## config.mk

```make
export PLATFORM = sky130hd
export DESIGN_NAME = ssd_window_loader_flat
export DESIGN_NICKNAME = d
export VERILOG_FILES = /design/src/rtl/ssd_window_loader_if.sv /design/src/rtl/ssd_window_loader.sv /design/src/flat_wrapper.sv
export SDC_FILE = /design/constraint.sdc
export NUM_CORES = 1
export LEC_CHECK = 0
export CAP_MARGIN = 20
export CORE_AREA = 2 2 519 521
export CTS_CLUSTER_SIZE = 40
export DETAILED_ROUTE_END_ITERATION = 10
export DIE_AREA = 0 0 521 523
export GPL_TIMING_DRIVEN = 1
export PLACE_DENSITY = 0.48
export SLEW_MARGIN = 20
export SYNTH_ARGS = -nofsm -noshare
export SYNTH_HDL_FRONTEND = slang
export SYNTH_SLANG_ARGS = --single-unit
```

## constraint.sdc

```tcl
create_clock -name clk_in -period 13.1 [get_ports clk_in]
set_clock_uncertainty 0.2 [all_clocks]
set_input_delay 2.62 -clock clk_in [delete_from_list [all_inputs] [get_ports clk_in]]
set_output_delay 2.62 -clock clk_in [all_outputs]
set_load 0.02 [all_outputs]
```

## src/rtl/ssd_window_loader_if.sv

```systemverilog
// Request, frame-BRAM and result signals of ssd_window_loader.
// slave is the loader's view; master is the requester/BRAM side.
interface ssd_window_loader_if #(
  parameter int IMG_WIDTH  = 240,
  parameter int IMG_HEIGHT = 320,
  parameter int BLOCK      = 6
);
  localparam int XW = $clog2(IMG_WIDTH) + 1;
  localparam int YW = $clog2(IMG_HEIGHT) + 1;

  logic                          req_valid_in;
  logic                          req_ready_out;
  logic [XW-1:0]                 left_x_in;
  logic [XW-1:0]                 right_x_in;
  logic [YW-1:0]                 left_y_in;
  logic [YW-1:0]                 right_y_in;
  logic [XW-1:0]                 left_block_idx_in;
  logic [XW-1:0]                 right_block_idx_in;
  logic [16:0]                   left_addr_out;
  logic [16:0]                   right_addr_out;
  logic [7:0]                    left_pixel_in;
  logic [7:0]                    right_pixel_in;
  logic [BLOCK-1:0][8*BLOCK-1:0] left_front_buffer;
  logic [BLOCK-1:0][8*BLOCK-1:0] left_back_buffer;
  logic [BLOCK-1:0][8*BLOCK-1:0] right_front_buffer;
  logic [BLOCK-1:0][8*BLOCK-1:0] right_back_buffer;
  logic [XW-1:0]                 left_current_x;
  logic [XW-1:0]                 right_current_x;
  logic [YW-1:0]                 left_current_y;
  logic [YW-1:0]                 right_current_y;
  logic [XW-1:0]                 left_block_idx;
  logic [XW-1:0]                 right_block_idx;
  logic                          valid_out;

  modport slave (
    input  req_valid_in, left_x_in, right_x_in, left_y_in, right_y_in,
           left_block_idx_in, right_block_idx_in, left_pixel_in, right_pixel_in,
    output req_ready_out, left_addr_out, right_addr_out,
           left_front_buffer, left_back_buffer, right_front_buffer, right_back_buffer,
           left_current_x, right_current_x, left_current_y, right_current_y,
           left_block_idx, right_block_idx, valid_out
  );

  modport master (
    output req_valid_in, left_x_in, right_x_in, left_y_in, right_y_in,
           left_block_idx_in, right_block_idx_in, left_pixel_in, right_pixel_in,
    input  req_ready_out, left_addr_out, right_addr_out,
           left_front_buffer, left_back_buffer, right_front_buffer, right_back_buffer,
           left_current_x, right_current_x, left_current_y, right_current_y,
           left_block_idx, right_block_idx, valid_out
  );
endinterface

```

## src/rtl/ssd_window_loader.sv

```systemverilog
// Fetches front (x,y) and back (x+6,y) 6x6 windows from the left and right frame BRAMs.
// `LOADER_EDGE_REPLICATE_EN: clamp out-of-frame pixels to the frame edge instead of zero fill.
//
// state | meaning
// IDLE  | ready for a request, outputs hold
// ISSUE | one read per cycle per image, k = 0..71
// DRAIN | waiting for the last BRAM returns
// DONE  | valid_out pulse, buffers coherent
module ssd_window_loader #(
  parameter int IMG_WIDTH    = 240,
  parameter int IMG_HEIGHT   = 320,
  parameter int BLOCK        = 6,
  parameter int BRAM_LATENCY = 2
) (
  input  logic               clk_in,
  input  logic               rst_in,
  ssd_window_loader_if.slave bus
);
  localparam int XW  = $clog2(IMG_WIDTH) + 1;
  localparam int YW  = $clog2(IMG_HEIGHT) + 1;
  localparam int PXW = XW + 1;
  localparam int PYW = YW + 1;
  localparam int AW  = 17;
  localparam int BW  = AW + 3;
  localparam int CW  = $clog2(BLOCK);
  localparam int DW  = $clog2(BRAM_LATENCY + 1);

  typedef enum logic [1:0] {IDLE, ISSUE, DRAIN, DONE} state_t;
  typedef struct packed {
    logic          v;
    logic          half;
    logic [CW-1:0] r;
    logic [CW-1:0] c;
    logic [1:0]    oob;
  } tag_t;

  state_t        state;
  logic          ready_q;
  logic          valid_q;
  logic          half;
  logic [CW-1:0] row;
  logic [CW-1:0] col;
  logic [DW-1:0] drain_cnt;
  tag_t          sr [BRAM_LATENCY];
  tag_t          ret;

  logic [XW-1:0] x_in [2];
  logic [YW-1:0] y_in [2];
  logic [XW-1:0] idx_in [2];
  logic [7:0]    pix [2];
  logic [XW-1:0] x_q [2];
  logic [YW-1:0] y_q [2];
  logic [XW-1:0] idx_q [2];
  logic [BW-1:0] base0 [2];
  logic [BW-1:0] row_base [2];
  logic [AW-1:0] addr_q [2];
  logic [BLOCK-1:0][8*BLOCK-1:0] front [2];
  logic [BLOCK-1:0][8*BLOCK-1:0] back [2];

  logic [PXW-1:0] px [2];
  logic [PYW-1:0] py [2];
  logic [PXW-1:0] px_sel [2];
  logic [BW-1:0]  base_sel [2];
  logic [AW-1:0]  addr_nxt [2];
  logic [1:0]     rd_en;
  logic [1:0]     rd_oob;
`ifndef LOADER_EDGE_REPLICATE_EN
  logic [1:0]     oob;
`endif

  assign x_in[0]   = bus.left_x_in;
  assign x_in[1]   = bus.right_x_in;
  assign y_in[0]   = bus.left_y_in;
  assign y_in[1]   = bus.right_y_in;
  assign idx_in[0] = bus.left_block_idx_in;
  assign idx_in[1] = bus.right_block_idx_in;
  assign pix[0]    = bus.left_pixel_in;
  assign pix[1]    = bus.right_pixel_in;
  assign ret       = sr[BRAM_LATENCY-1];

  // Row base carries py*IMG_WIDTH, so the address is a single add per read.
  always_comb begin
    for (int i = 0; i < 2; i++) begin
      px[i] = {1'b0, x_q[i]} + PXW'(col) + (half ? PXW'(BLOCK) : PXW'(0));
      py[i] = {1'b0, y_q[i]} + PYW'(row);
`ifdef LOADER_EDGE_REPLICATE_EN
      px_sel[i]   = (px[i] >= PXW'(IMG_WIDTH)) ? PXW'(IMG_WIDTH - 1) : px[i];
      base_sel[i] = (py[i] >= PYW'(IMG_HEIGHT)) ? BW'((IMG_HEIGHT - 1) * IMG_WIDTH) : row_base[i];
      rd_en[i]    = 1'b1;
      rd_oob[i]   = 1'b0;
`else
      oob[i]      = (px[i] >= PXW'(IMG_WIDTH)) || (py[i] >= PYW'(IMG_HEIGHT));
      px_sel[i]   = px[i];
      base_sel[i] = row_base[i];
      rd_en[i]    = !oob[i];
      rd_oob[i]   = oob[i];
`endif
      addr_nxt[i] = AW'(base_sel[i] + BW'(px_sel[i]));
    end
  end

  always_ff @(posedge clk_in) begin
    if (rst_in) begin
      state     <= IDLE;
      ready_q   <= 1'b1;
      valid_q   <= 1'b0;
      half      <= 1'b0;
      row       <= '0;
      col       <= '0;
      drain_cnt <= '0;
      for (int s = 0; s < BRAM_LATENCY; s++) sr[s] <= '0;
      for (int i = 0; i < 2; i++) begin
        x_q[i]      <= '0;
        y_q[i]      <= '0;
        idx_q[i]    <= '0;
        base0[i]    <= '0;
        row_base[i] <= '0;
        addr_q[i]   <= '0;
        front[i]    <= '0;
        back[i]     <= '0;
      end
    end else begin
      valid_q <= 1'b0;
      sr[0]   <= '0;
      for (int s = 1; s < BRAM_LATENCY; s++) sr[s] <= sr[s-1];

      // Out-of-frame slots still travel down the pipe so their byte is cleared.
      if (ret.v) begin
        for (int i = 0; i < 2; i++) begin
          if (ret.half) back[i][ret.r][8*ret.c +: 8]  <= pix[i] & {8{~ret.oob[i]}};
          else          front[i][ret.r][8*ret.c +: 8] <= pix[i] & {8{~ret.oob[i]}};
        end
      end

      case (state)
        IDLE: begin
          if (bus.req_valid_in) begin
            for (int i = 0; i < 2; i++) begin
              x_q[i]      <= x_in[i];
              y_q[i]      <= y_in[i];
              idx_q[i]    <= idx_in[i];
              base0[i]    <= BW'(y_in[i]) * BW'(IMG_WIDTH);
              row_base[i] <= BW'(y_in[i]) * BW'(IMG_WIDTH);
            end
            half    <= 1'b0;
            row     <= '0;
            col     <= '0;
            ready_q <= 1'b0;
            state   <= ISSUE;
          end
        end
        ISSUE: begin
          sr[0] <= {1'b1, half, row, col, rd_oob};
          for (int i = 0; i < 2; i++)
            if (rd_en[i]) addr_q[i] <= addr_nxt[i];
          if (col == CW'(BLOCK - 1)) begin
            col <= '0;
            if (row == CW'(BLOCK - 1)) begin
              row  <= '0;
              half <= 1'b1;
              for (int i = 0; i < 2; i++) row_base[i] <= base0[i];
              if (half) begin
                state     <= DRAIN;
                drain_cnt <= DW'(BRAM_LATENCY - 1);
              end
            end else begin
              row <= row + CW'(1);
              for (int i = 0; i < 2; i++) row_base[i] <= row_base[i] + BW'(IMG_WIDTH);
            end
          end else begin
            col <= col + CW'(1);
          end
        end
        DRAIN: begin
          if (drain_cnt == '0) begin
            valid_q <= 1'b1;
            state   <= DONE;
          end else begin
            drain_cnt <= drain_cnt - DW'(1);
          end
        end
        DONE: begin
          ready_q <= 1'b1;
          state   <= IDLE;
        end
        default: state <= IDLE;
      endcase
    end
  end

  assign bus.req_ready_out      = ready_q;
  assign bus.valid_out          = valid_q;
  assign bus.left_addr_out      = addr_q[0];
  assign bus.right_addr_out     = addr_q[1];
  assign bus.left_front_buffer  = front[0];
  assign bus.left_back_buffer   = back[0];
  assign bus.right_front_buffer = front[1];
  assign bus.right_back_buffer  = back[1];
  assign bus.left_current_x     = x_q[0];
  assign bus.right_current_x    = x_q[1];
  assign bus.left_current_y     = y_q[0];
  assign bus.right_current_y    = y_q[1];
  assign bus.left_block_idx     = idx_q[0];
  assign bus.right_block_idx    = idx_q[1];
endmodule

```

## src/flat_wrapper.sv

```systemverilog
// flat-port wrapper written by rule: the top's interface ports become plain ports
module ssd_window_loader_flat 
#(
  parameter int IMG_WIDTH    = 240,
  parameter int IMG_HEIGHT   = 320,
  parameter int BLOCK        = 6,
  parameter int BRAM_LATENCY = 2
)
  (clk_in, rst_in, bus_req_valid_in, bus_left_x_in, bus_right_x_in, bus_left_y_in, bus_right_y_in, bus_left_block_idx_in, bus_right_block_idx_in, bus_left_pixel_in, bus_right_pixel_in, bus_req_ready_out, bus_left_addr_out, bus_right_addr_out, bus_left_front_buffer, bus_left_back_buffer, bus_right_front_buffer, bus_right_back_buffer, bus_left_current_x, bus_right_current_x, bus_left_current_y, bus_right_current_y, bus_left_block_idx, bus_right_block_idx, bus_valid_out);
  ssd_window_loader_if #(.IMG_WIDTH(IMG_WIDTH), .IMG_HEIGHT(IMG_HEIGHT), .BLOCK(BLOCK)) bus_i ();
  input  logic clk_in;
  input  logic rst_in;
  input wire logic [$bits(bus_i.req_valid_in)-1:0] bus_req_valid_in;
  input wire logic [$bits(bus_i.left_x_in)-1:0] bus_left_x_in;
  input wire logic [$bits(bus_i.right_x_in)-1:0] bus_right_x_in;
  input wire logic [$bits(bus_i.left_y_in)-1:0] bus_left_y_in;
  input wire logic [$bits(bus_i.right_y_in)-1:0] bus_right_y_in;
  input wire logic [$bits(bus_i.left_block_idx_in)-1:0] bus_left_block_idx_in;
  input wire logic [$bits(bus_i.right_block_idx_in)-1:0] bus_right_block_idx_in;
  input wire logic [$bits(bus_i.left_pixel_in)-1:0] bus_left_pixel_in;
  input wire logic [$bits(bus_i.right_pixel_in)-1:0] bus_right_pixel_in;
  output wire logic [$bits(bus_i.req_ready_out)-1:0] bus_req_ready_out;
  output wire logic [$bits(bus_i.left_addr_out)-1:0] bus_left_addr_out;
  output wire logic [$bits(bus_i.right_addr_out)-1:0] bus_right_addr_out;
  output wire logic [$bits(bus_i.left_front_buffer)-1:0] bus_left_front_buffer;
  output wire logic [$bits(bus_i.left_back_buffer)-1:0] bus_left_back_buffer;
  output wire logic [$bits(bus_i.right_front_buffer)-1:0] bus_right_front_buffer;
  output wire logic [$bits(bus_i.right_back_buffer)-1:0] bus_right_back_buffer;
  output wire logic [$bits(bus_i.left_current_x)-1:0] bus_left_current_x;
  output wire logic [$bits(bus_i.right_current_x)-1:0] bus_right_current_x;
  output wire logic [$bits(bus_i.left_current_y)-1:0] bus_left_current_y;
  output wire logic [$bits(bus_i.right_current_y)-1:0] bus_right_current_y;
  output wire logic [$bits(bus_i.left_block_idx)-1:0] bus_left_block_idx;
  output wire logic [$bits(bus_i.right_block_idx)-1:0] bus_right_block_idx;
  output wire logic [$bits(bus_i.valid_out)-1:0] bus_valid_out;
  assign bus_i.req_valid_in = bus_req_valid_in;
  assign bus_i.left_x_in = bus_left_x_in;
  assign bus_i.right_x_in = bus_right_x_in;
  assign bus_i.left_y_in = bus_left_y_in;
  assign bus_i.right_y_in = bus_right_y_in;
  assign bus_i.left_block_idx_in = bus_left_block_idx_in;
  assign bus_i.right_block_idx_in = bus_right_block_idx_in;
  assign bus_i.left_pixel_in = bus_left_pixel_in;
  assign bus_i.right_pixel_in = bus_right_pixel_in;
  assign bus_req_ready_out = bus_i.req_ready_out;
  assign bus_left_addr_out = bus_i.left_addr_out;
  assign bus_right_addr_out = bus_i.right_addr_out;
  assign bus_left_front_buffer = bus_i.left_front_buffer;
  assign bus_left_back_buffer = bus_i.left_back_buffer;
  assign bus_right_front_buffer = bus_i.right_front_buffer;
  assign bus_right_back_buffer = bus_i.right_back_buffer;
  assign bus_left_current_x = bus_i.left_current_x;
  assign bus_right_current_x = bus_i.right_current_x;
  assign bus_left_current_y = bus_i.left_current_y;
  assign bus_right_current_y = bus_i.right_current_y;
  assign bus_left_block_idx = bus_i.left_block_idx;
  assign bus_right_block_idx = bus_i.right_block_idx;
  assign bus_valid_out = bus_i.valid_out;
  ssd_window_loader #(.IMG_WIDTH(IMG_WIDTH), .IMG_HEIGHT(IMG_HEIGHT), .BLOCK(BLOCK), .BRAM_LATENCY(BRAM_LATENCY)) u_core (.clk_in(clk_in), .rst_in(rst_in), .bus(bus_i));
endmodule
```

Yosys cells after proc, flatten, opt, wreduce, memory -nomap -nowiden
Memory sizes are Yosys's and may differ from the RTL's.
Index checks and enable logic that the tools add are counted.
{"block": "op_classes", "n_bitwise": 1176, "eq_ne": 11, "reduce_logical": 15, "n_mux": 1233, "n_addsub": 14, "n_shift": 3, "n_lt_le_gt_ge": 6, "n_mul": 2}
{"operator": "two-way mux 1 bit", "count": 1190}
{"operator": "OR 1 bit", "count": 1171}
{"operator": "two-way mux 288 bit", "count": 2}
{"operator": "demux 48 bit (select 3 bit)", "count": 1}
{"operator": "two-way mux 20 bit", "count": 6}
{"operator": "indexed part select 8 x 34 -> 48 bit", "count": 2}
{"operator": "two-way mux 10 bit", "count": 5}
{"operator": "two-way mux 48 bit", "count": 1}
{"operator": "variable shift 8 x 34 -> 48 bit, first input constant", "count": 1}
{"operator": "adder 20 x 8 -> 20 bit, second input constant", "count": 2}
{"operator": "two-way mux 9 bit", "count": 4}
{"operator": "adder 17 x 10 -> 17 bit", "count": 2}
{"operator": "two-way mux 17 bit", "count": 2}
{"operator": "negation 6 -> 34 bit", "count": 1}
{"operator": "multiplier 10 x 4 -> 14 bit, second input constant", "count": 2}
{"operator": "two-way mux 14 bit", "count": 2}
{"operator": "adder 10 x 3 -> 11 bit", "count": 2}
{"operator": "greater-or-equal comparator 11 x 9 -> 1 bit, second input constant", "count": 2}
{"operator": "adder 9 x 3 -> 10 bit", "count": 2}
{"operator": "greater-or-equal comparator 10 x 8 -> 1 bit, second input constant", "count": 2}
{"operator": "two-way mux 2 bit", "count": 9}
{"operator": "bitwise AND 8 bit", "count": 2}
{"operator": "two-way mux 3 bit", "count": 5}
{"operator": "one-hot mux 3 bit (2 select lines)", "count": 2}
{"operator": "other kinds (24)", "count": 40}
{"block": "word_totals", "out_inout_bits": 1244, "word_cells": 2476, "memories": 9, "mem_bits_rw": 1330, "ff_bits": 13}
{"name": "u_core.back", "depth": 2, "width": 288, "read_ports": 2, "rd_clocked_by_memory_dff": 0, "write_ports": 2, "line_no": "ssd_window_loader.sv:58", "rtl": "logic [BLOCK-1:0][8*BLOCK-1:0] back [2];"}
{"name": "u_core.front", "depth": 2, "width": 288, "read_ports": 2, "rd_clocked_by_memory_dff": 0, "write_ports": 2, "line_no": "ssd_window_loader.sv:57", "rtl": "logic [BLOCK-1:0][8*BLOCK-1:0] front [2];"}
{"name": "u_core.row_base", "depth": 2, "width": 20, "read_ports": 2, "rd_clocked_by_memory_dff": 0, "write_ports": 2, "line_no": "ssd_window_loader.sv:55", "rtl": "logic [BW-1:0] row_base [2];"}
{"name": "u_core.addr_q", "depth": 2, "width": 17, "read_ports": 2, "rd_clocked_by_memory_dff": 0, "write_ports": 2, "line_no": "ssd_window_loader.sv:56", "rtl": "logic [AW-1:0] addr_q [2];"}
{"name": "u_core.base0", "depth": 2, "width": 14, "read_ports": 2, "rd_clocked_by_memory_dff": 0, "write_ports": 2, "line_no": "ssd_window_loader.sv:54", "rtl": "logic [BW-1:0] base0 [2];"}
{"name": "u_core.sr", "depth": 2, "width": 10, "read_ports": 2, "rd_clocked_by_memory_dff": 0, "write_ports": 2, "line_no": "ssd_window_loader.sv:44", "rtl": "tag_t sr [BRAM_LATENCY];"}
{"name": "+3 memories"}

Longest topological paths before layout
Gate-level depths: netlist (run 1).
An unclocked memory read counts as a cell.
{"block": "depth", "ltp_word": 10, "ltp_mapped": 17, "depth_no_buf": 17}

Worst setup path after synthesis (run 1)
No wires, ideal clock.
{"block": "synth_timing", "path_kind": "input to register", "from": "input rst_in", "to": "memory u_core.row_base[0][10] (netlist bit), enable pin", "path_slack_ps": 6747, "path_buffers": 1, "arrival_time_ps": 5766, "stages": 3, "setup_time_ps": 387, "path_cell_list": "clkbuf_1 -> nand2b_1 -> nand2b_1"}
{"item": "start, declared", "line_no": "flat_wrapper.sv:12", "rtl": "input logic rst_in;"}
{"item": "end, declared", "line_no": "ssd_window_loader.sv:55"}

==> results of run 1 <==
[state kept, by name (all words and copies together) (netlist names)]
| register | flops |
|---|---|
| u_core.back | 576 |
| u_core.front | 576 |
| u_core.addr_q | 34 |
| u_core.base0 | 26 |
| u_core.row_base | 26 |
| u_core.sr | 20 |
| u_core.y_q | 20 |
| u_core.idx_q | 18 |
| u_core.x_q | 18 |
| u_core.col | 3 |
| u_core.row | 3 |
| u_core.drain_cnt | 2 |
| u_core.state | 2 |
| u_core.bus.req_ready_out | 1 |
| u_core.bus.valid_out | 1 |
| u_core.half | 1 |
[area by class of cell]
cell class / count / area, um2
timing repair buffer: 1377 / 13600
multi-input combinational: 1092 / 7640
antenna: 15 / 37.5
clock inverter: 93 / 867
clock buffer: 191 / 4190
sequential: 1327 / 39500
fill: 27000 / 196000
inverter: 100 / 375
tap: 3552 / 4440
[metal layers]
metal	vias to the layer above	track usage
met5	-	0
met4	8	0.0353
met3	247	0.0500
met2	1322	0.265
met1	15000	0.190
li1	12600	-
[worst max path at each step]
| stage | from | endpoint | slack [ns] | depth (start not counted) |
|---|---|---|---|---|
| final | bus_left_y_in[2] | u_core.row_base[0][14] | 7.43 | 12 |
| after floorplan | rst_in | u_core.row_base[0][10] | 6.75 | 3 |
| after global routing | bus_left_y_in[2] | u_core.row_base[0][14] | 7.27 | 12 |
| after CTS | rst_in | u_core.back[0][526] | 7.26 | 7 |
| after global placement | rst_in | u_core.back[0][329] | 6.51 | 7 |
| after detailed placement | rst_in | u_core.back[0][574] | 6.43 | 7 |
[stage by stage]
stage / utilization / hold WS, ns / total power (W) / setup WS [ns] / cells
2_1_floorplan: - / 0.214 / 0.00604 / 6.75 / 2587
3_3_place_gp: 0.245 / 0.218 / 0.00695 / 6.51 / 7447
3_5_place_dp: 0.246 / 0.229 / 0.00694 / 6.43 / 7448
4_1_cts: 0.265 / 0.240 / 0.0114 / 7.26 / 7732
5_1_grt: 0.265 / 0.263 / 0.0116 / 7.27 / 7735
6_report: 0.265 / 0.240 / 0.0112 / 7.43 / 7747
[cells by family (layout without fill, tap and decap cells)]
group | Yosys count | after routing | synth area share
DFF | 1327 | 1327 | 0.834
adders and majority gates | 110 | 110 | 0.0360
AOI/OAI and AO/OA | 247 | 247 | 0.0370
muxes | 4 | 4 | 0.000897
and+or+nand+nor | 669 | 669 | 0.0667
other | 0 | 15 | 0
xor gates and xnor gates | 62 | 62 | 0.0115
buffers and inverters | 168 | 1761 | 0.0143
[power by group through the flow]
| stage | Sequential [W] | Combinational (W) | Clock [W] |
|---|---|---|---|
| 5_1_grt | 0.00519 | 0.00180 | 0.00464 |
| 3_5_place_dp | 0.00525 | 0.00170 | 0 |
| 3_3_place_gp | 0.00525 | 0.00170 | 0 |
| 2_1_floorplan | 0.00546 | 0.000581 | 0 |
| 4_1_cts | 0.00516 | 0.00171 | 0.00448 |
| 6_report | 0.00516 | 0.00167 | 0.00438 |
[critical path, stage by stage]
cell and delay, ns:
clkdlybuf4s50_1 0.55, inv_1 0.13, fa_1 0.49, fa_1 0.52, inv_1 0.04, ha_1 0.32, nor2b_1 0.17, o31a_1 0.30
o41ai_1 0.42, xor2_1 0.19, nor2_1 0.08, a21o_1 0.20
[synth_stat cells, types with 5 or more instances]
library cell	number	area, um2
edfxtp_1	1294	38900
nor2_1	323	1210
inv_1	100	375
nand2_1	93	349
ha_1	66	826
and2_1	53	332
o21bai_1	52	390
a21oi_1	49	245
clkbuf_1	49	184
fa_1	44	881
nor2b_1	44	275
a21o_1	36	270
xnor2_1	34	298
dfxtp_1	33	661
nand2b_1	32	200
nand3_1	32	160
xor2_1	28	245
o21ai_0	26	130
nor2_2	21	131
a211oi_1	18	135
nor3_1	18	90.1
buf_2	12	60.1
and3_1	10	62.6
o21a_1	10	75.1
nand4_1	7	43.8
o211ai_1	7	52.6
o31ai_1	7	52.6
o32ai_1	6	52.6
o22ai_1	5	31.3
==> impl_metrics.yaml, run 1 <==
routing:
  wl_met3_um: 18000
  dr.pass1.iters: 5
  wirelength_um: 221000
  routedLengthMet1_um: 89900
  drc_errors: 0
  top_layer_used: "met5"
  met2WireLength_um: 108000
  viasPerCell: 3.77
  final_antenna_net_count: 0
  num_vias: 29200
  drt-initial-drc-count: 2060
  wl_per_cell_um: 28.5
timing:
  max_freq_mhz: 176
  setup_viol: 0
  hold_violations: 0
  slew_headroom: 0.251
  drv_slew: 0
  setup_tns_ns: 0
  rsz0062_at_grt: "false"
  period_minus_slack_ns: 5.67
  worst_pin_slew_ns: 1.12
  fin_crit_sh: 0.433
global_routing:
  grt_pass1_vias: 29000
  grtUsageTotal: 0.155
  grt_pass1_wl_um: 283000
  antenna_found_initial: 38
  grt_max_degree: 83
  grt_overflow: 0
layout:
  syn2layout_area_growth_pct: 49.2
  drive_gt1_frac: 0.0976
  layout_common_cells: "clkdlybuf4s50_1, edfxtp_1, nor2_1"
  final_nets: 4245
  final_area_um2: 70700
  final_common_cell: "clkdlybuf4s50_1"
clocking:
  root_buffer: "clkbuf_16"
  cts_sinks: 1327
  clk_latency_ns: 0.84
  clkTransAtPathRegs_ns: 0.05
  cts_tree: "yes"
  clockBufferDepth: 4
  postCtsSetupRepairBufs: 0
  cts_hold_buffers: 0
  cts_buffers: 162
  post_cts_resized: 0
  cts_htree_levels: 4
placed_design:
  io_buffers: 1318
  place_hpwl_um: 167000
  gp_congestion: 0.823
  placed_area_um2: 65600
synthesis:
  synth_edf_count: 1294
  synthArstFlopShare: 0
  syn_avg_cell_area_um2: 18.3
  synth_area_um2: 47400
  synth_cells: 2587
  seq_area_frac_synth: 0.834
  ys_ff_latch: 1327
  synth.distinct_cells: 77
  yosysWarnings: 0
  synthFlopType: "edfxtp_1"
  syn_nets: 2772
min_path:
  hp-start: "u_core.sr[0][4]"
  hold_depth: 1
  hp-class: "reg2reg"
  hold_path_end: "u_core.sr[1][4]"
job:
  cap_violations: 0
worst_setup_path:
  worst_setup_path_start_kind: "input port"
  arrival_ns: 6.01
  reg2reg_from: "u_core.half"
  cp.required_ns: 13.43
  path_class: "in2reg"
  rr_endpoint: "u_core.addr_q[0][33]"
  rrSetupSlack_ns: 8.20
  worst-path-max-fanout: 4
  worst_r2r_path_depth: 16
  cp-end-kind: "flip-flop"
pwr:
  ir_worst_vdd_mv: 0.0983
  combPwrFrac: 0.149
  pwr-share-seq: 0.460
  power.density_nw_per_um2: 159
  clockPowerShare: 0.391
  p_sw_frac: 0.269
  total_leakage_power_nw: 24.6
  p_sw_w: 0.00302
  p_int_w: 0.00819
floorplanning:
  die_y_um: 523
  core.rowCount: 190
  initial_core_util: 0.178
  die_area_um2: 272000
  ioPinCount: 1319
  core_area_um2: 267000
  die_x_um: 521
outcome:
  status: "finished clean"
Power figures use the tool's default switching activity.
==> run 2: changes to the inputs <==
--- a/config.mk
+++ b/config.mk
@@ -6,12 +6,12 @@
 export NUM_CORES = 1
 export LEC_CHECK = 0
 export CAP_MARGIN = 20
-export CORE_AREA = 2 2 519 521
+export CORE_AREA = 2 2 521 523
 export CTS_CLUSTER_SIZE = 40
 export DETAILED_ROUTE_END_ITERATION = 10
-export DIE_AREA = 0 0 521 523
+export DIE_AREA = 0 0 523 525
 export GPL_TIMING_DRIVEN = 1
-export PLACE_DENSITY = 0.48
+export PLACE_DENSITY = 0.49
 export SLEW_MARGIN = 20
 export SYNTH_ARGS = -nofsm -noshare
 export SYNTH_HDL_FRONTEND = slang
==> constraint.sdc (replaced) <==
create_clock -name clk_in -period 4.75 [get_ports clk_in]
set_clock_uncertainty 0.2 [all_clocks]
set_input_delay 0.95 -clock clk_in [delete_from_list [all_inputs] [get_ports clk_in]]
set_output_delay 0.95 -clock clk_in [all_outputs]
set_load 0.02 [all_outputs]
==> impl_metrics.yaml, run 2 (synthesis results as in run 1) <==
outcome:
  status: "finished clean"
clocking:
  cts_htree_levels: 4
  postCtsSetupRepairBufs: 0
  cts_tree: "yes"
  cts_buffers: 153
  clk_latency_ns: 0.82
  clockBufferDepth: 4
  cts_sinks: 1327
  clkTransAtPathRegs_ns: 0.07
  cts_hold_buffers: 0
  root_buffer: "clkbuf_16"
routing:
  num_vias: 29500
  final_antenna_net_count: 0
  viasPerCell: 3.73
  wl_per_cell_um: 26.8
  top_layer_used: "met5"
  drc_errors: 0
  wl_met3_um: 16300
  wirelength_um: 211000
  dr.pass1.iters: 5
  met2WireLength_um: 105000
  drt-initial-drc-count: 2300
  routedLengthMet1_um: 84500
placed_design:
  gp_congestion: 0.820
  place_ws_ns: 0.00476
  place_hpwl_um: 162000
  io_buffers: 1318
  dp_cells: 7604
timing:
  slew_headroom: 0.335
  rsz0062_at_grt: "false"
  period_minus_slack_ns: 4.41
  drv_slew: 0
  fin_crit_sh: 0.929
  hold_violations: 0
  setup_ws_ns: 0.340
  setup_tns_ns: 0
  worst_pin_slew_ns: 0.998
  hold-worst-slack_ns: 0.251
  max_freq_mhz: 227
  setup_viol: 0
min_path:
  hp-class: "reg2reg"
floorplanning:
  ioPinCount: 1319
  die_x_um: 523
  core_area_um2: 269000
  core.rowCount: 191
  die_area_um2: 275000
  initial_core_util: 0.176
  die_y_um: 525
worst_setup_path:
  worst-path-max-fanout: 4
  cp.required_ns: 5.07
  path_class: "reg2reg"
  arrival_ns: 4.73
  worst_setup_path_start_kind: "flip-flop"
  cp-end-kind: "flip-flop"
global_routing:
  grtUsageTotal: 0.148
  antenna_found_initial: 27
  grt_overflow: 0
  grt_pass1_vias: 29500
  grt_pass1_wl_um: 275000
  grt_max_degree: 63
layout:
  finalNonFillerCells: 7889
  final_nets: 4374
  fillers: 27400
  final_common_cell: "clkdlybuf4s50_1"
  layout_common_cells: "clkdlybuf4s50_1, edfxtp_1, nor2_1"
  multi_input_area_um2: 7550
  post-route-util: 0.266
  reg.largest.list: "u_core.back: 576 flops, u_core.front: 576 flops, u_core.addr_q: 34 flops"
  register_area_um2: 39500
  drive_gt1_frac: 0.124
  syn2layout_area_growth_pct: 51.0
pwr:
  ir_worst_vdd_mv: 0.282
  power.density_nw_per_um2: 428
  total_leakage_power_nw: 25.2
job:
  cap_violations: 0
[run 2: stage by stage]
stage               instance area, um2  total power (W)
floorplan                        47400           0.0167
global placement                 66700           0.0192
detailed placement               66700           0.0192
CTS                              71500           0.0310
global route                     71500           0.0317
finish                           71600           0.0306
[run 2: power by group]
group | switching [W] | internal (W) | total (W) | leakage (nW)
clock network | 0.00496 | 0.00674 | 0.0117 | 2.38
registers | 0.000482 | 0.0137 | 0.0142 | 13.5
logic | 0.00289 | 0.00183 | 0.00472 | 9.33
total | 0.00833 | 0.0223 | 0.0306 | 25.2
[run 2: layout make-up]
class	count	area share
Inverter	100	0.00525
Sequential cell	1327	0.552
Timing Repair Buffer	1515	0.206
Multi-Input combinational cell	1092	0.106
Antenna cell	11	0.000385
Clock inverter	86	0.0122
Tap cell	3570	0.0624
Clock buffer	188	0.0559
[run 2: worst max-delay path, stage by stage (launching register included)]
cell and delay, ns:
dfxtp_1 0.41, inv_1 0.15, fa_1 0.51, inv_1 0.07, ha_1 0.23, fa_1 0.40
a21oi_1 0.20, nand2b_1 0.14, xnor2_1 0.20, inv_1 0.11, fa_1 0.44, nand2b_1 0.18
a21oi_1 0.14, o21ai_0 0.22, a211oi_1 0.36, xnor2_1 0.15, nor2_1 0.05
[run 2: routing by layer]
layer,vias to the layer above,GRT usage
met5,-,0
met4,2,0.0375
met3,234,0.0434
met2,1312,0.259
met1,15000,0.175
li1,12900,-
[run 2: final timing paths]
| kind | slack, ns | from | depth (start not counted) | to |
|---|---|---|---|---|
| setup / recovery | 0.34 | u_core.half | 16 | u_core.addr_q[0][33] |
| hold / removal | 0.25 | u_core.sr[0][9] | 1 | u_core.sr[1][9] |
| setup reg to reg | 0.34 | u_core.half | 16 | u_core.addr_q[0][33] |
| hold reg to reg | 0.25 | u_core.sr[0][9] | 1 | u_core.sr[1][9] |
[run 2: timing repair]
item	CTS	global route
endpoints found under the hold margin	0	0
endpoints found under the setup margin	0	1
resized for setup	0	1
==> run 3: changes to the inputs <==
--- a/config.mk
+++ b/config.mk
@@ -6,12 +6,12 @@
 export NUM_CORES = 1
 export LEC_CHECK = 0
 export CAP_MARGIN = 20
-export CORE_AREA = 2 2 521 523
+export CORE_AREA = 2 2 519 521
 export CTS_CLUSTER_SIZE = 40
 export DETAILED_ROUTE_END_ITERATION = 10
-export DIE_AREA = 0 0 523 525
+export DIE_AREA = 0 0 521 523
 export GPL_TIMING_DRIVEN = 1
-export PLACE_DENSITY = 0.49
+export PLACE_DENSITY = 0.48
 export SLEW_MARGIN = 20
 export SYNTH_ARGS = -nofsm -noshare
 export SYNTH_HDL_FRONTEND = slang
==> constraint.sdc (replaced) <==
create_clock -name clk_in -period 4.45 [get_ports clk_in]
set_clock_uncertainty 0.2 [all_clocks]
set_input_delay 0.89 -clock clk_in [delete_from_list [all_inputs] [get_ports clk_in]]
set_output_delay 0.89 -clock clk_in [all_outputs]
set_load 0.02 [all_outputs]
==> impl_metrics.yaml, run 3 (synthesis results as in run 1) <==
outcome:
  status: "finished clean"
timing:
  rsz0062_at_grt: "false"
  drv_slew: 0
  fin_crit_sh: 0.962
  setup_viol: 0
  setup_tns_ns: 0
  worst_pin_slew_ns: 1.10
  slew_headroom: 0.265
  hold_violations: 0
  max_freq_mhz: 234
  setup_ws_ns: 0.170
  period_minus_slack_ns: 4.28
pwr:
  ir_worst_vdd_mv: 0.304
  total_leakage_power_nw: 25.6
  p_sw_w: 0.00903
  pwr-share-seq: 0.455
  clockPowerShare: 0.391
  power.density_nw_per_um2: 461
  combPwrFrac: 0.154
  p_int_w: 0.0243
  p_sw_frac: 0.271
routing:
  wirelength_um: 221000
  viasPerCell: 3.75
  dr.pass1.iters: 5
  num_vias: 29800
  drc_errors: 0
  drt-initial-drc-count: 2313
  final_antenna_net_count: 0
  wl_per_cell_um: 27.8
placed_design:
  gp_congestion: 0.807
  place_ws_ns: -0.132
  placed_area_um2: 67000
  place_hpwl_um: 169000
  io_buffers: 1318
clocking:
  clkTransAtPathRegs_ns: 0.06
  cts_htree_levels: 4
  cts_sinks: 1327
  root_buffer: "clkbuf_16"
  clk_latency_ns: 0.85
  cts_tree: "yes"
  cts_buffers: 157
  clockBufferDepth: 4
  postCtsSetupRepairBufs: 0
  post_cts_resized: 0
  cts_hold_buffers: 0
layout:
  syn2layout_area_growth_pct: 52.3
  final_area_um2: 72200
  layout_common_cells: "clkdlybuf4s50_1, edfxtp_1, nor2_1"
  register_area_um2: 39500
  fillers: 27000
  drive_gt1_frac: 0.138
  final_nets: 4429
  multi_input_area_um2: 7550
  post-route-util: 0.270
  reg.largest.list: "u_core.back: 576 flops, u_core.front: 576 flops, u_core.addr_q: 34 flops"
  final_common_cell: "clkdlybuf4s50_1"
job:
  cap_violations: 0
global_routing:
  grtUsageTotal: 0.155
  antenna_found_initial: 31
  grt_pass1_wl_um: 284000
  grt_pass1_vias: 29800
  grt_max_degree: 74
  grt_overflow: 0
floorplanning:
  ioPinCount: 1319
  die_y_um: 523
  die_x_um: 521
  initial_core_util: 0.178
  core_area_um2: 267000
  core.rowCount: 190
  die_area_um2: 272000
worst_setup_path:
  arrival_ns: 4.61
  critical-path-top-delay-family: "adder cells"
  cp-end-kind: "flip-flop"
  crit_path_max_incr_delay_ns: 0.54
  worst_setup_path_start_kind: "flip-flop"
  path_class: "reg2reg"
  cp_num_buf_inv: 3
  crit_slowest_cell: "fa_1"
  cp.required_ns: 4.78
  worst-path-max-fanout: 5
  crit_chain: "inv_1 > fa_1 > inv_1 > ha_1 > fa_1 > a21oi_1 > nand2b_1 > xnor2_1 > inv_1 > fa_1 > nand2b_1 > a21oi_1 > o21ai_2 > a211oi_2 > xnor2_1 > nor2_1"
min_path:
  hp-class: "reg2reg"
## run 3: power groups by stage
stage	sequential [W]	clock, W	combinational [W]
after floorplan	0.0161	0	0.00171
after global placement	0.0154	0	0.00520
after detailed placement	0.0154	0	0.00521
after CTS	0.0152	0.0134	0.00524
after global routing	0.0152	0.0138	0.00551
final	0.0151	0.0130	0.00514
## run 3: stage by stage
step	hold WS, ns	total power, W	std cells
after floorplan	0.214	0.0178	2587
after global placement	0.224	0.0206	7637
after detailed placement	0.226	0.0206	7637
after CTS	0.263	0.0338	7922
after global routing	0.273	0.0345	7922
final	0.256	0.0333	7930
## run 3: area by class of cell
cell class | instances | area share
Timing Repair Buffer | 1566 | 0.210
Sequential cell | 1327 | 0.548
Clock buffer | 193 | 0.0569
Clock inverter | 92 | 0.0144
Multi-Input combinational cell | 1092 | 0.105
Antenna cell | 8 | 0.000277
Tap cell | 3552 | 0.0616
Inverter | 100 | 0.00520
## run 3: worst paths after layout
| path | from | to | slack [ns] | depth (start not counted) |
|---|---|---|---|---|
| worst max-delay path | u_core.col[1] | u_core.addr_q[0][33] | 0.17 | 16 |
| worst min-delay path | u_core.sr[0][9] | u_core.sr[1][9] | 0.26 | 1 |
| worst max register to register | u_core.col[1] | u_core.addr_q[0][33] | 0.17 | 16 |
| worst min register to register | u_core.sr[0][9] | u_core.sr[1][9] | 0.26 | 1 |
## run 3: worst register-to-register path: stages (launching register included)
cell	delay (ns)
dfxtp_1	0.33
inv_1	0.15
fa_1	0.54
inv_1	0.07
ha_1	0.24
fa_1	0.40
a21oi_1	0.20
nand2b_1	0.15
xnor2_1	0.21
inv_1	0.12
fa_1	0.44
nand2b_1	0.20
a21oi_1	0.19
o21ai_2	0.13
a211oi_2	0.28
xnor2_1	0.14
nor2_1	0.05
## run 3: per-layer routing
layer | global-route usage | up-vias | wire length, um
met3 | 0.0407 | 245 | 15800
met2 | 0.274 | 1291 | 111000
met1 | 0.187 | 15200 | 88500
li1 | - | 13000 | -
met4 | 0.0377 | 8 | 4860
met5 | 0 | - | 62
